--- src/rtl/mem_arb_pkg.sv ---
// Shared definitions for the unified-memory port arbiter: FSM state encoding
// and the identifiers of the two requesting ports.
package mem_arb_pkg;

    localparam logic [1:0] ST_IDLE    = 2'd0;
    localparam logic [1:0] ST_BUSY_IF = 2'd1;
    localparam logic [1:0] ST_BUSY_DM = 2'd2;

    localparam logic PORT_IF = 1'b0;
    localparam logic PORT_DM = 1'b1;

endpackage

--- src/rtl/mem_arb_grant.sv ---
// Combinational grant decision: data port has priority, except that the fetch
// port is forced through once the data port has won MAX_DM_STREAK times in a row.
module mem_arb_grant
    import mem_arb_pkg::*;
#(
    parameter int MAX_DM_STREAK = 4,
    parameter int STREAK_W      = 3
) (
    input  logic                i_if_req,
    input  logic                i_dm_req,
    input  logic [STREAK_W-1:0] i_streak,
    output logic                o_grant_if,
    output logic                o_grant_dm
);

    logic w_if_forced;

    assign w_if_forced = i_if_req && (i_streak == STREAK_W'(MAX_DM_STREAK));
    assign o_grant_dm  = i_dm_req && !w_if_forced;
    assign o_grant_if  = i_if_req && !o_grant_dm;

endmodule

--- src/rtl/mem_port_arbiter.sv ---
// Shares one single-port memory backend between the instruction-fetch port and
// the data port; one backend transaction outstanding at a time.
module mem_port_arbiter
    import mem_arb_pkg::*;
#(
    parameter int ADDR_W        = 32,
    parameter int DATA_W        = 32,
    parameter int MAX_DM_STREAK = 4
) (
    input  logic              clk,
    input  logic              reset,
    input  logic              if_req,
    input  logic [ADDR_W-1:0] if_addr,
    output logic              if_ack,
    output logic [DATA_W-1:0] if_rdata,
    input  logic              dm_req,
    input  logic              dm_we,
    input  logic [ADDR_W-1:0] dm_addr,
    input  logic [DATA_W-1:0] dm_wdata,
    output logic              dm_ack,
    output logic [DATA_W-1:0] dm_rdata,
    output logic              mem_req,
    output logic              mem_we,
    output logic [ADDR_W-1:0] mem_addr,
    output logic [DATA_W-1:0] mem_wdata,
    input  logic              mem_ack,
    input  logic [DATA_W-1:0] mem_rdata
);

    localparam int STREAK_W = $clog2(MAX_DM_STREAK + 1);

    logic [1:0]          r_state;
    logic [STREAK_W-1:0] r_streak;
    logic                r_dropped;
    logic                r_mem_req;
    logic                r_mem_we;
    logic [ADDR_W-1:0]   r_mem_addr;
    logic [DATA_W-1:0]   r_mem_wdata;
    logic                r_if_ack;
    logic                r_dm_ack;
    logic [DATA_W-1:0]   r_if_rdata;
    logic [DATA_W-1:0]   r_dm_rdata;

    logic                w_grant_if;
    logic                w_grant_dm;
    logic                w_grant_port;
    logic [ADDR_W-1:0]   w_sel_addr;
    logic [ADDR_W-1:0]   w_aligned_addr;
    logic [STREAK_W-1:0] w_streak_inc;
    logic                w_busy_req;
    logic                w_unused_addr_lsbs;

    mem_arb_grant #(
        .MAX_DM_STREAK (MAX_DM_STREAK),
        .STREAK_W      (STREAK_W)
    ) u_grant (
        .i_if_req   (if_req),
        .i_dm_req   (dm_req),
        .i_streak   (r_streak),
        .o_grant_if (w_grant_if),
        .o_grant_dm (w_grant_dm)
    );

    assign w_grant_port   = w_grant_dm ? PORT_DM : PORT_IF;
    assign w_sel_addr     = (w_grant_port == PORT_DM) ? dm_addr : if_addr;
    assign w_aligned_addr = {w_sel_addr[ADDR_W-1:2], 2'b00};
    // Byte-lane bits are dropped on purpose; no misalignment detection.
    assign w_unused_addr_lsbs = ^w_sel_addr[1:0];

    assign w_streak_inc = (r_streak == STREAK_W'(MAX_DM_STREAK)) ? r_streak
                                                                  : r_streak + STREAK_W'(1);
    assign w_busy_req   = (r_state == ST_BUSY_DM) ? dm_req : if_req;

    always_ff @(posedge clk) begin
        if (reset) begin
            r_state     <= ST_IDLE;
            r_streak    <= '0;
            r_dropped   <= 1'b0;
            r_mem_req   <= 1'b0;
            r_mem_we    <= 1'b0;
            r_mem_addr  <= '0;
            r_mem_wdata <= '0;
            r_if_ack    <= 1'b0;
            r_dm_ack    <= 1'b0;
            r_if_rdata  <= '0;
            r_dm_rdata  <= '0;
        end else begin
            r_if_ack <= 1'b0;
            r_dm_ack <= 1'b0;
            case (r_state)
                ST_IDLE: begin
                    if (w_grant_dm || w_grant_if) begin
                        r_mem_req  <= 1'b1;
                        r_mem_addr <= w_aligned_addr;
                        r_dropped  <= 1'b0;
                        if (w_grant_dm) begin
                            r_mem_we    <= dm_we;
                            r_mem_wdata <= dm_wdata;
                            r_state     <= ST_BUSY_DM;
                            r_streak    <= if_req ? w_streak_inc : '0;
                        end else begin
                            r_mem_we <= 1'b0;
                            r_state  <= ST_BUSY_IF;
                            r_streak <= '0;
                        end
                    end
                end
                ST_BUSY_IF, ST_BUSY_DM: begin
                    // A requester that lets go mid-transaction forfeits its ack.
                    if (!w_busy_req) begin
                        r_dropped <= 1'b1;
                    end
                    if (mem_ack) begin
                        r_mem_req <= 1'b0;
                        r_mem_we  <= 1'b0;
                        r_state   <= ST_IDLE;
                        if (w_busy_req && !r_dropped) begin
                            if (r_state == ST_BUSY_IF) begin
                                r_if_ack   <= 1'b1;
                                r_if_rdata <= mem_rdata;
                            end else begin
                                r_dm_ack   <= 1'b1;
                                r_dm_rdata <= r_mem_we ? '0 : mem_rdata;
                            end
                        end
                    end
                end
                default: begin
                    r_state   <= ST_IDLE;
                    r_mem_req <= 1'b0;
                    r_mem_we  <= 1'b0;
                end
            endcase
        end
    end

    assign mem_req   = r_mem_req;
    assign mem_we    = r_mem_we;
    assign mem_addr  = r_mem_addr;
    assign mem_wdata = r_mem_wdata;
    assign if_ack    = r_if_ack;
    assign dm_ack    = r_dm_ack;
    assign if_rdata  = r_if_rdata;
    assign dm_rdata  = r_dm_rdata;

endmodule
--- config.mk ---
export PLATFORM = sky130hd
export DESIGN_NAME = mem_port_arbiter
export DESIGN_NICKNAME = d
export VERILOG_FILES = /design/src/rtl/mem_arb_pkg.sv /design/src/rtl/mem_arb_grant.sv /design/src/rtl/mem_port_arbiter.sv
export SDC_FILE = /design/constraint.sdc
export NUM_CORES = 1
export LEC_CHECK = 0
export CELL_PAD_IN_SITES_DETAIL_PLACEMENT = 0
export CELL_PAD_IN_SITES_GLOBAL_PLACEMENT = 1
export CORE_UTILIZATION = 32
export CTS_CLUSTER_DIAMETER = 200
export DETAILED_ROUTE_END_ITERATION = 8
export GPL_TIMING_DRIVEN = 0
export HOLD_SLACK_MARGIN = 0.05
export PLACE_DENSITY_LB_ADDON = 0.3
export SETUP_SLACK_MARGIN = 0.5
export SLEW_MARGIN = 20
export SYNTH_ARGS = -nofsm -noshare
export SYNTH_HDL_FRONTEND = slang
export SYNTH_SLANG_ARGS = --single-unit
--- constraint.sdc ---
create_clock -name clk -period 4.81 [get_ports clk]
set_input_delay 1.2025 -clock clk [delete_from_list [all_inputs] [get_ports clk]]
set_output_delay 1.2025 -clock clk [all_outputs]
set_load 0.01 [all_outputs]
## Word level (Yosys, flattened, before mapping)

Index checks and enable logic that the tools add are counted.

| operators by class | value |
|---|---|
| bitwise gates (word level) | 4 |
| reduce and logical (&&, ||, !) cells | 19 |
| multiplexer cells | 22 |
| $add $sub $neg | 1 |
| equality and inequality tests | 7 |

Operators with widths:

| operator | number |
|---|---|
| $mux W32 | 2 |
| $mux W1 | 10 |
| $mux W3 | 3 |
| $reduce_and A3 Y1 | 3 |
| $reduce_and A4 Y1 | 2 |
| $mux W2 | 3 |
| $ne A2 B2 Y1 const B | 3 |
| $pmux W1 S2 | 3 |
| $logic_and A1 B1 Y1 | 4 |
| $not A1 Y1 | 4 |
| $pmux W2 S2 | 1 |
| $reduce_and A2 Y1 | 2 |
| $reduce_or A4 Y1 | 1 |
| $add A3 B1 Y3 const B | 1 |
| $eq A3 B3 Y1 const B | 1 |
| $logic_not A1 Y1 | 3 |
| $ne A3 B3 Y1 const B | 1 |
| $eq A2 B1 Y1 const B | 1 |
| $eq A2 B2 Y1 const B | 1 |
| $logic_not A2 Y1 | 1 |
| $reduce_bool A2 Y1 | 1 |
| $reduce_or A2 Y1 | 1 |
| $logic_or A1 B1 Y1 | 1 |

| word-level totals | value |
|---|---|
| output and inout bits | 132 |
| logic and storage cells | 64 |
| bits in registers | 136 |

## Logic depth before layout (Yosys ltp)

Gate-level depths: netlist of run 1.

| depth | value |
|---|---|
| depth in word-level cells | 9 |
| mapped depth | 7 |
| depth with buffers taken out | 5 |

## Cells and area by module

Synthesis of run 1 repeated with hierarchy kept, for this count alone.

| unflattened totals | value |
|---|---|
| cell total of the unflattened synthesis | 628 |
| area, all modules | 5790.6 um^2 |

By module, submodules not included:

| module | times used | area an instance (um^2) | cells each | sequential area each (um^2) |
|---|---|---|---|---|
| mem_port_arbiter | 1 | 5758.0 | 624 | 2722.6 |
| mem_arb_grant | 1 | 32.5 | 4 | 0.0 |

## Worst setup path before layout of run 1

Ideal clock, no wire load.

| timing path | value |
|---|---|
| kind | input port to flip-flop |
| from | input dm_req |
| to | register r_if_rdata[0] (netlist: if_rdata[0]) |
| setup slack | 2.556 ns |
| data arrival time | 2.183 ns |
| required time | 4.738 ns |
| stages on the path | 5 |
| library setup time | 0.072 ns |
| cell sequence | buf_6 -> mux2i_1 -> nor3_4 -> buf_8 -> mux2i_1 |

| on the way | value |
|---|---|
| word-level cells in the longest chain between the ends | 3 |

RTL lines:

| item | RTL line | text |
|---|---|---|
| from (decl) | mem_port_arbiter.sv:16 | `input logic dm_req,` |
| $mux W1 | mem_port_arbiter.sv:72 | `assign w_busy_req = (r_state == ST_BUSY_DM) ? dm_req : if_req;` |
| $logic_and A1 B1 Y1 | mem_port_arbiter.sv:117 | `if (w_busy_req && !r_dropped) begin` |
| $reduce_and A4 Y1 (no line) | n/a |  |
| to (signal assigned) | mem_port_arbiter.sv:120 | `r_if_rdata <= mem_rdata;` |
| to (decl) | mem_port_arbiter.sv:41 | `logic [DATA_W-1:0] r_if_rdata;` |

No other way between the ends.
A chain may end at the register's enable or synchronous reset.

==> run summary, run 1 <==
status: completed
total gr overflow: 0
std cell rows: 48
maxcap violations: 0
synth-to-layout area growth: 60.4%
Die Y: 137 um
# setup viols final: 0
DRT antenna net count: 0
FF+latch count, synth: 136
Distinct cells, synth: 41
Hold Path Depth: 2
reg-to-reg startpoint: r_state[0]
input/output buffers: 258
hold violation count in the final report: 0
final std cell area, no fill: 9290 um2
Antenna Cells: 0
setup tns final: 0 ns
Area contributors post-synth: dfxtp_1, o21ai_0, a21oi_1
Post-synth top cells: dfxtp_1, o21ai_0, a21oi_1, nand2_1, clkbuf_1
Main synth FF type: dfxtp_1
Synth Area in Compound Gates: 0.241
Die Span X: 137 um
DRC: 0
GPL Wtd Cong: 0.766
RSZ-0062 raised after global routing: no
antenna violations before repair: 0
Max-slew headroom: 0.484
Max IR drop VDD: 0.000237 V
cells after synthesis: 685
DR vias: 6139
r2r endpoint: dm_rdata[20]
DR pass1 iterations: 5
root buf cell: clkbuf_16
Mapped Area: 5790 um2
Pwr Density: 351 nW/um2
initial core utilization: 0.332
Post-Synth Simple-Gate Area: 0.151
slack of the critical path: 2.07 ns
Final Skew: 0.00708 ns
Synth top area share: 0.470
Post-CTS Hold Buffers: 0
Hold Crit Class: reg -> reg
CTS tree: yes
H-tree levels: 4
Wirelength per Cell: 16.5 um
largest net degree at the start of global routing: 17
largest family of logic cells by synthesized area: compound AO/OA/AOI/OAI gates
average size of a mapped cell: 8.46 um2
Overall Global Routing Usage: 0.212
top-count cell post-synth: dfxtp_1
f_max: 366 MHz
hold path startpoint: if_rdata[26]
post-CTS resize count: 0
WL final: 19800 um
Die ar.: 18700 um2
Yosys top cell by area: dfxtp_1
Post-CTS Setup Bufs: 0
FF-to-FF path depth: 6
setup slack, reg-to-reg: 2.82 ns
worst-path maximum fanout: 10
EDFF count, synth: 0
mux cell area share after synthesis: 0.0590
Synth Area in Adders: 0.0130
Slew Limit Fails: 0
worst-skew pair later-pin latency: 0.42 ns
period utilisation layout: 0.569
Post-synth ARST share: 0
num ports: 266
Seq/Total Area, Yosys: 0.470
Max clock buf depth: 2
WS Path Type: in -> reg
xor/xnor cell area share of the yosys netlist: 0
Tmin final: 2.74 ns
CP required: 5.15 ns
CTS clock-pin slew for the worst setup and hold paths: 0.06 ns
vias in the first global route: 6027
Detailed Place HPWL: 14400 um
Worst-Margin Slew: 0.753 ns
placed instance area: 8660 um2
DR iter-0 viols: 396
first-pass GRT wire length: 31000 um
Ys Warns: 0
CP Capture Type: flip-flop
CTS Buf Count: 17
final net count: 1103
startpoint types: input port
Clock Sinks: 136
Worst Hold Path EP: if_rdata[26]
layout cells sized above 1: 0.0564
Core Area: 17500 um2
Via density: 5.11
Lkg Pwr: 3.21 nW
CP arrival: 3.07 ns
pre-CTS setup slack: 1.69 ns
-- power breakdown --
| group | switching (mW) | internal (mW) | total (mW) |
|---|---|---|---|
| combinational | 0.298 | 0.317 | 0.615 |
| sequential | 0.0400 | 1.20 | 1.24 |
| clock | 0.505 | 0.894 | 1.40 |
| total | 0.843 | 2.41 | 3.26 |
-- placed cells by master (no fill, tap or decap), types with 6 or more instances in the layout --
master	synthesis	layout
clkbuf_1	53	54
inv_1	8	8
nand4b_1	33	33
a21oi_1	102	102
ha_1	6	6
buf_2	12	12
dfxtp_1	136	136
mux2i_1	33	33
nand2_1	70	70
o21ai_1	8	8
a31oi_1	30	30
clkdlybuf4s50_1	0	258
nand3_1	33	33
o21ai_0	120	120
clkbuf_16	0	17
-- worst max path at each step --
stage / to / slack [ns] / start
floorplan: if_rdata[0] / 2.56 / dm_req
global placement: if_rdata[2] / 1.75 / if_req
detailed placement: if_rdata[31] / 1.69 / reset
CTS: mem_we / 2.04 / mem_we
global route: if_rdata[4] / 1.93 / reset
finish: if_rdata[4] / 2.07 / reset
-- cells by family (layout without fill, tap and decap cells) --
family | count (synthesis) | in the layout
muxes | 34 | 34
and+or+nand+nor | 157 | 157
other | 1 | 2
DFF | 136 | 136
buffers and inverters | 84 | 374
adders and majority gates | 6 | 6
AOI/OAI and AO/OA | 267 | 267
-- registers in the layout, indices dropped and copies added, names as in the netlist --
name,count
mem_addr,30
dm_rdata,32
r_dropped,1
mem_wdata,32
if_ack,1
r_state,2
mem_we,1
dm_ack,1
mem_req,1
if_rdata,32
r_streak,3
-- worst max-delay path: stages --
cell and delay, ns:
clkdlybuf4s50_1 0.44, inv_1 0.23, clkbuf_1 0.47, clkbuf_1 0.47
nand2_1 0.12, mux2i_1 0.14
-- stage by stage --
step                      std cells  power [mW]   util  hold slack (ns)
after floorplan                 686        1.54      -            0.449
after global placement         1169        1.88  0.496            0.443
after detailed placement       1169        1.88  0.496            0.447
after CTS                      1201        3.28  0.532            0.458
after global routing           1201        3.40  0.532            0.470
final                          1201        3.26  0.532            0.455
-- cell type report --
class | instances | area (um2)
clock inverter | 12 | 173
sequential | 136 | 2720
timing repair buffer | 258 | 2580
inverter | 8 | 30.0
clock buffer | 20 | 457
tap | 225 | 282
multi-input combinational | 466 | 2690
fill | 1685 | 8190
buffer | 76 | 353
-- routing by layer --
layer | vias to the layer above | GRT usage | part of all wire
li1 | 3019 | - | -
met1 | 2881 | 0.267 | 0.43
met2 | 222 | 0.343 | 0.47
met3 | 17 | 0.0726 | 0.087
met4 | 0 | 0.0568 | 0.011
met5 | - | 0 | 0
Note: power is estimated with default switching activity, not from simulation.
==> inputs of run 2 (changes only) <==
- CORE_UTILIZATION: 32 -> 27
- clock period: 4.81 -> 2.4 ns (I/O delays scaled with it)
==> run summary, run 2 (synthesized netlist as in run 1, its figures left out) <==
Wirelength per Cell: 16.8 um
Worst-Margin Slew: 0.556 ns
Max clock buf depth: 2
initial core utilization: 0.276
CTS Buf Count: 17
Die ar.: 22100 um2
Tot Pwr: 6.50 mW
RSZ-0062 raised after global routing: no
worst-skew pair later-pin latency: 0.41 ns
vias in the first global route: 6148
hold violation count in the final report: 0
FF-to-FF path depth: 6
H-tree levels: 4
placed insts: 1219
# setup viols final: 0
num ports: 266
status: completed
GPL Wtd Cong: 0.740
setup slack, reg-to-reg: 0.64 ns
CP arrival: 2.04 ns
DRC: 0
Pwr Density: 683 nW/um2
Slew Limit Fails: 0
fin cells: 1252
pre-CTS setup slack: -0.186 ns
WL final: 21000 um
reg-to-reg startpoint: r_state[0]
Multi-input gate area: 2760 um2
slack of the critical path: 0.638 ns
period utilisation layout: 0.734
final std cell area, no fill: 9510 um2
total gr overflow: 0
startpoint types: flip-flop
synth-to-layout area growth: 64.2%
Lkg Pwr: 4.44 nW
Max IR drop VDD: 0.000426 V
largest net degree at the start of global routing: 17
combinational share of power: 0.185
placed instance area: 8720 um2
Die Span X: 148 um
Hold Crit Class: reg -> reg
first-pass GRT wire length: 32700 um
setup tns final: 0 ns
Critical path origin: r_state[0]
Clock Sinks: 136
CP Capture Type: flip-flop
Core Area: 21000 um2
layout cells sized above 1: 0.0993
Detailed Place HPWL: 15200 um
Die Y: 148 um
Seq. cell area: 2730 um2
Tmin final: 1.76 ns
Int Pwr: 4.79 mW
fillers: 2134
CTS tree: yes
DR pass1 iterations: 5
antenna violations before repair: 1
switching power: 1.71 mW
worst-path maximum fanout: 10
final net count: 1106
std cell rows: 53
r2r endpoint: dm_rdata[31]
Via density: 4.86
DR iter-0 viols: 323
Max-slew headroom: 0.629
crit path to: dm_rdata[31]
switch share: 0.263
Overall Global Routing Usage: 0.189
DR vias: 6089
CP required: 2.67 ns
most common cell after layout, fill and taps aside: dfxtp_1
DRT antenna net count: 0
Final Skew: 0.0107 ns
CTS clock-pin slew for the worst setup and hold paths: 0.06 ns
input/output buffers: 258
clock share of power: 0.432
Post-CTS Hold Buffers: 0
WS Path Type: reg -> reg
f_max: 568 MHz
Antenna Cells: 0
maxcap violations: 0
Seq pwr share: 0.383
most frequent cells in the layout: dfxtp_1, clkdlybuf4s50_1, o21ai_0
root buf cell: clkbuf_16
==> run 2: cell count changes in the layout (fill, tap and decap cells not counted), sizes merged <==
cell,delta
clkinv,-3
clkdlybuf4s50,-132
clkbuf,+2
clkinvlp,+2
dlymetal6s2s,+45
dlygate4sd2,+87
==> run 2: layout make-up <==
type / count / area share
clock inverter: 11 / 0.0182
multi-input combinational: 466 / 0.290
tap: 275 / 0.0362
sequential: 136 / 0.287
clock buffer: 19 / 0.0476
timing repair buffer: 261 / 0.276
buffer: 76 / 0.0427
inverter: 8 / 0.00316
==> run 2: how the worst min path moves through the flow <==
stage	startpoint	to	slack, ns	depth (start not counted)
after global placement	if_rdata[0]	if_rdata[0]	0.44	2
after detailed placement	if_rdata[8]	if_rdata[8]	0.45	2
after CTS	if_rdata[0]	if_rdata[0]	0.46	2
after floorplan	r_streak[1]	r_streak[1]	0.45	2
final	if_rdata[7]	if_rdata[7]	0.45	2
after global routing	if_rdata[2]	if_rdata[2]	0.47	2
==> run 2: routing by layer <==
| layer | wire length [um] | GRT usage | vias to the layer above | share of wire |
|---|---|---|---|---|
| met5 | 13 | 0 | - | 0.00062 |
| met4 | 146 | 0.0412 | 2 | 0.0069 |
| met3 | 1960 | 0.0721 | 11 | 0.093 |
| met2 | 9480 | 0.307 | 220 | 0.45 |
| met1 | 9430 | 0.234 | 2832 | 0.45 |
| li1 | - | - | 3024 | - |
==> run 2: through the flow <==
stage,utilization,hold WS (ns)
6_report,0.453,0.452
5_1_grt,0.453,0.473
4_1_cts,0.444,0.456
3_5_place_dp,0.415,0.451
3_3_place_gp,0.415,0.443
2_1_floorplan,-,0.449
==> run 2: power groups by stage <==
stage | registers, mW | logic, mW | clock network (mW)
CTS | 2.49 | 1.19 | 2.89
global placement | 2.54 | 1.24 | 0
floorplan | 2.60 | 0.487 | 0
detailed placement | 2.54 | 1.24 | 0
global route | 2.51 | 1.32 | 2.99
finish | 2.49 | 1.20 | 2.81
==> run 2: critical path, cell delays in order (launching register included) <==
cell and delay (ns):
dfxtp_2 0.33, inv_1 0.13, ha_2 0.26, mux2_2 0.42, clkbuf_2 0.23, nand4b_1 0.18, a21oi_1 0.08
==> run 2: repair_timing <==
action                                 4_1_cts  5_1_grt
endpoints found under the hold margin        0        0
cloned                                       0        0
gates resized for setup                    114       82
setup endpoints to repair                  214      161
pin swaps                                    2        1
buffers inserted                             2        1
